File: src/rtl/mem_map_pkg.sv
// Memory map for data_memory: MMIO window base, register offsets and the
// STATUS register layout shared by the top and its debug FIFO logic.
package mem_map_pkg;

  localparam logic [31:0] MMIO_BASE_DEFAULT = 32'hFFFF_FF00;

  // Register offsets inside the 256-byte MMIO window
  localparam logic [7:0] MMIO_TXDATA = 8'h00;
  localparam logic [7:0] MMIO_STATUS = 8'h04;

  // STATUS bit positions
  localparam int ST_EMPTY = 0;
  localparam int ST_FULL  = 1;
  localparam int ST_OVF   = 2;

  // STATUS register image; last member lands in bit 0
  typedef struct packed {
    logic [28:0] rsvd;
    logic        overflow;
    logic        full;
    logic        empty;
  } status_t;

  // Build a STATUS word from the three live flags
  function automatic status_t make_status(input logic overflow,
                                          input logic full,
                                          input logic empty);
    status_t s;
    s          = '0;
    s.overflow = overflow;
    s.full     = full;
    s.empty    = empty;
    return s;
  endfunction

endpackage

File: src/rtl/sync_fifo.sv
// Synchronous first-word-fall-through FIFO. Pointers carry one extra wrap
// bit so full and empty are told apart without a separate counter.
// A push while full is accepted only if a pop frees a slot in the same cycle;
// otherwise it is dropped and flagged on 'drop' for that cycle.
//
// Handshake: 'pop' is a request from the consumer; it only takes effect when
// the FIFO is non-empty. 'head' always shows the oldest stored word.
module sync_fifo #(
  parameter int WIDTH = 32,
  parameter int DEPTH = 4
) (
  input  logic             clk,
  input  logic             reset,
  input  logic             push,
  input  logic [WIDTH-1:0] push_data,
  input  logic             pop,
  output logic             full,
  output logic             empty,
  output logic [WIDTH-1:0] head,
  output logic             drop
);

  localparam int IW = $clog2(DEPTH);

  logic [IW:0]      wr_ptr;
  logic [IW:0]      rd_ptr;
  logic [WIDTH-1:0] mem [DEPTH];
  logic             pop_ok;
  logic             push_ok;

  assign empty   = (wr_ptr == rd_ptr);
  assign full    = (wr_ptr[IW] != rd_ptr[IW]) &&
                   (wr_ptr[IW-1:0] == rd_ptr[IW-1:0]);
  assign pop_ok  = pop && !empty;
  // A same-cycle pop frees the slot the write pointer is aimed at
  assign push_ok = push && (!full || pop_ok);
  assign drop    = push && !push_ok;
  assign head    = mem[rd_ptr[IW-1:0]];

  // Pointer update; reset empties the FIFO
  always_ff @(posedge clk) begin
    if (reset) begin
      wr_ptr <= '0;
      rd_ptr <= '0;
    end else begin
      if (push_ok) wr_ptr <= wr_ptr + (IW+1)'(1);
      if (pop_ok)  rd_ptr <= rd_ptr + (IW+1)'(1);
    end
  end

  // Storage write; contents need no reset since pointers gate visibility
  always_ff @(posedge clk) begin
    if (push_ok) mem[wr_ptr[IW-1:0]] <= push_data;
  end

endmodule

File: src/rtl/data_memory.sv
// Word-addressed data memory for the single-cycle core with an MMIO debug
// output port. Combinational read, write at the rising edge.
// Optional feature macro: DMEM_DEBUG_FIFO_EN (debug FIFO + STATUS register).
// Without it, MMIO accesses still decode but read 0 and ignore writes.
//
// Debug handshake: a word transfers on every rising edge where
// dbg_valid && dbg_ready; dbg_data is the head word while dbg_valid is high.
module data_memory
  import mem_map_pkg::*;
#(
  parameter int          DEPTH_WORDS = 64,
  parameter int          FIFO_DEPTH  = 4,
  parameter logic [31:0] MMIO_BASE   = MMIO_BASE_DEFAULT
) (
  input  logic        clk,
  input  logic        reset,
  input  logic        mem_write,
  input  logic [31:0] addr,
  input  logic [31:0] write_data,
  output logic [31:0] read_data,
  output logic        dbg_valid,
  output logic [31:0] dbg_data,
  input  logic        dbg_ready,
  output logic        dbg_overflow
);

  localparam int AW = $clog2(DEPTH_WORDS);

  logic [31:0]   ram [DEPTH_WORDS];
  logic          mmio_hit;
  logic [AW-1:0] ram_idx;
  logic [31:0]   mmio_rdata;
  logic          unused_sigs;

  assign mmio_hit = (addr[31:8] == MMIO_BASE[31:8]);
  // Byte offset and out-of-range upper bits are dropped: addresses alias
  assign ram_idx  = addr[AW+1:2];

  // RAM store; unaffected by reset
  always_ff @(posedge clk) begin
    if (mem_write && !mmio_hit) ram[ram_idx] <= write_data;
  end

  // Load path: zero-latency mux between RAM and MMIO read data
  always_comb begin
    read_data = ram[ram_idx];
    if (mmio_hit) read_data = mmio_rdata;
  end

`ifdef DMEM_DEBUG_FIFO_EN

  logic    push;
  logic    drop;
  logic    ovf_clr;
  logic    fifo_full;
  logic    fifo_empty;
  logic    ovf_q;
  status_t status;

  assign push    = mem_write && mmio_hit && (addr[7:0] == MMIO_TXDATA);
  assign ovf_clr = mem_write && mmio_hit && (addr[7:0] == MMIO_STATUS) &&
                   write_data[ST_OVF];

  sync_fifo #(
    .WIDTH (32),
    .DEPTH (FIFO_DEPTH)
  ) u_fifo (
    .clk       (clk),
    .reset     (reset),
    .push      (push),
    .push_data (write_data),
    .pop       (dbg_valid && dbg_ready),
    .full      (fifo_full),
    .empty     (fifo_empty),
    .head      (dbg_data),
    .drop      (drop)
  );

  assign dbg_valid    = !fifo_empty;
  assign dbg_overflow = ovf_q;
  assign status       = make_status(ovf_q, fifo_full, fifo_empty);

  // Sticky overflow flag; a same-cycle drop beats a software clear
  always_ff @(posedge clk) begin
    if (reset)        ovf_q <= 1'b0;
    else if (drop)    ovf_q <= 1'b1;
    else if (ovf_clr) ovf_q <= 1'b0;
  end

  // MMIO read decode: only STATUS returns data
  always_comb begin
    mmio_rdata = '0;
    if (addr[7:0] == MMIO_STATUS) mmio_rdata = status;
  end

`else

  assign dbg_valid    = 1'b0;
  assign dbg_data     = '0;
  assign dbg_overflow = 1'b0;
  assign mmio_rdata   = '0;

`endif

  // Collects inputs that some configurations leave unread
  assign unused_sigs = ^{addr, write_data, dbg_ready, reset, MMIO_BASE[7:0]};

endmodule

File: config.mk
export PLATFORM = sky130hd
export DESIGN_NAME = data_memory
export DESIGN_NICKNAME = d
export VERILOG_FILES = /design/src/rtl/mem_map_pkg.sv /design/src/rtl/sync_fifo.sv /design/src/rtl/data_memory.sv
export SDC_FILE = /design/constraint.sdc
export NUM_CORES = 2
export LEC_CHECK = 0
export BUFFER_PORTS_ARGS = -buffer_cell sky130_fd_sc_hd__buf_4
export CAP_MARGIN = 0
export CORE_UTILIZATION = 55
export DETAILED_ROUTE_END_ITERATION = 6
export PLACE_DENSITY_LB_ADDON = 0.25
export SLEW_MARGIN = 20
export SYNTH_ARGS = -nofsm -noshare
export SYNTH_HDL_FRONTEND = slang
export SYNTH_HIERARCHICAL = 1
export SYNTH_SLANG_ARGS = --single-unit
File: constraint.sdc
create_clock -name clk -period 5.2 [get_ports clk]
set_clock_uncertainty 0.05 [all_clocks]
set_input_delay 0 -clock clk [delete_from_list [all_inputs] [get_ports clk]]
set_output_delay 0 -clock clk [all_outputs]
set_load 0.03 [all_outputs]
==> flow_summary.toml <==
[status]
outcome = "finished, final reports clean"

[drt]
drc = 0
vias = 46167
dr.pass1.iters = 6
drt_iter0_drc = 6550
vias_per_cell = 6.87
finalWirelength_mm = 220
wl_per_cell_um = 32.8
postRouteAntennaNets = 0

[setup_path]
critical_path_required_ns = 5.15
arrival_ns = 3.61
crit_path_top_delay_cell = "or2_2"
crit_path_max_incr_delay_ns = 0.68
critPathBufInv = 4
cp_top_family = "buffers and inverters"
criticalPathCategory = "primary input to primary output"
crit_chain = "buf_4, buf_4, nand2_1, or2_2, o22ai_1, a2111oi_0, buf_4, a31oi_1, buf_4"
end_kind = "primary output"
startpoint_type = "primary input"
path_common_cell = "buf_4"
worstPathMaxFanout = 38

[clock_network]
tritoncts = "built"
clkTransAtPathRegs_ns = 0.06
clk_path_buf_depth = 3
post_cts_resize_count = 0
post_cts_buffers = 0
cts_max_level = 4
cts_buffers = 195
cts.sinks = 2048
cts_root_buf = "clkbuf_16"

[power_and_ir_drop]
p_leak_uw = 0.0286
power_density_nw_per_um2 = 374
peakVddDrop_mv = 0.329

[sta]
rsz0062_at_grt = "no"
final_max_slew_viol_count = 0
min_period_over_period_pct = 70.3
clock.fmax_ghz = 0.273
layout_min_cycle_time_ns = 3.66
setup_viol = 0
hold_viol_final = 0
slew_headroom_pct = 28.1
finalSetupTns_ns = 0
tightestPinTransition_ns = 1.07
hold_ws_ns = 0.219

[synth]
yosys.area.top_type = "edfxtp_1"
ys_seq_elements = 2048
synth_ff_type = "edfxtp_1"
ys_types = 65
synth_area_sq_um = 80200
yosysMostFrequentCell = "edfxtp_1"
synth_edf_count = 2048
syn_inst = 4519
syn_area_per_cell_sq_um = 17.8
synth_area_leaders = "edfxtp_1 77%, a221oi_1 3.8%, mux2i_1 2.4%, mux4_2 1.9%, mux2_2 1.2%"
synth_common_cells = "2048 x edfxtp_1, 349 x a221oi_1, 196 x mux2i_1, 153 x clkbuf_1, 151 x buf_2"
synth_async_sr_flop_share_pct = 0
seq_area_frac_synth_pct = 76.7
yosys_warnings = 6
yosysTopAreaCellShare_pct = 76.7

[layout]
area_growth_pct = 12.2
largest_register_ffs = 2048
drive_gt1_share_pct = 17.2
regMostFlops = "ram"
fillers = 9985
top_regs = "ram (2048)"
final_area_sq_um = 90000
instances_no_fill = 6716
fin_nets = 4722
utilization_pct = 62.4

[grt]
track_usage_pct = 29.6
grt_use_met1_pct = 40.7
antenna_found_initial = 7
grt_pass1_wl_mm = 313
grt_start_max_net_pins = 123
grt.met3_usage_pct = 6.30
busiest_layer = "met2"
grt_use_met2_pct = 46.4
grt_pass1_vias = 44494
overflow = 0

[floorplan]
initial_core_util_pct = 55.6
die_w_um = 384
die_h_um = 384
row_count = 139
core_area_sq_um = 144000
dieArea_sq_um = 147000
pin_count = 134

[flow_run]
cap_violations = 0

[placed_design]
portBuffers = 95
gp_congestion = 0.857
hpwl_mm = 120
dpl_cell_area_sq_um = 83800
dp.cells = 6327

[hold_path]
hold_class = "primary input to register"
cell type report:
cell class / count / area (sq um) / area share (%)
clock inverter: 106 / 716 / 0.795
inverter: 3 / 21.3 / 0.0236
multi-input combinational: 2094 / 17400 / 19.4
tap: 1903 / 2380 / 2.65
clock buffer: 249 / 5170 / 5.74
sequential: 2048 / 61500 / 68.3
timing repair buffer: 312 / 2800 / 3.11
antenna: 1 / 2.50 / 0.00278
per-stage QoR:
| step | worst slack (ns) | total power, uW |
|---|---|---|
| CTS | 1.56 | 33700 |
| floorplan | 0.441 | 19800 |
| global placement | 1.69 | 20700 |
| finish | 1.54 | 33700 |
| global route | 1.50 | 34500 |
| detailed placement | 1.71 | 20700 |
repair_timing:
item	CTS	global route
hold buffers	33	0
endpoints found under the setup margin	0	0
hold endpoints to repair	2285	0
cell usage in the layout (no fill, tap or decap), types with 21 or more instances in the layout:
cell,instances
a211oi_1,28
a21oi_1,89
a221o_1,56
a221oi_1,349
a22o_1,30
a22oi_1,112
and3_1,69
and3b_1,55
buf_12,28
buf_4,248
clkbuf_1,50
clkbuf_16,199
clkinv_1,43
clkinv_2,43
conb_1,34
dlygate4sd3_1,33
edfxtp_1,2048
mux2_2,87
mux2i_1,196
mux4_2,67
nand2_1,123
nand2b_1,58
nand3_1,31
nand3b_1,36
nand4_1,23
nor2_4,35
nor3b_1,58
nor4_2,32
o21ai_0,100
o221ai_1,21
o22a_1,28
o22ai_1,108
o2bb2ai_1,27
logic make-up after synthesis:
family | Yosys count | share of synthesized area [%]
buf+inv | 410 | 2.51
simple gates | 609 | 4.56
other cells | 1 | 0.00467
flops | 2048 | 76.7
mux | 367 | 5.83
compound gates | 1084 | 10.4
report_power, final:
part	total [uW]	switching, uW	internal [uW]	leakage [uW]
Combinational	2110	1500	619	0.00733
Clock	13300	5960	7300	0.00290
Sequential	18300	25.6	18300	0.0184
metal layers:
layer	wire, um	vias to the layer above
met5	52	-
met1	84300	23653
li1	-	19087
met3	23300	473
met4	9040	8
met2	104000	2946
path summary, 6_finish.rpt:
path	cells after the start	to	slack, ns	from
worst max-delay path	9	read_data[23]	1.54	addr[7]
worst min-delay path	2	ram[12][30]$_DFFE_PP_	0.22	write_data[30]
Power figures use the tool's default switching activity.
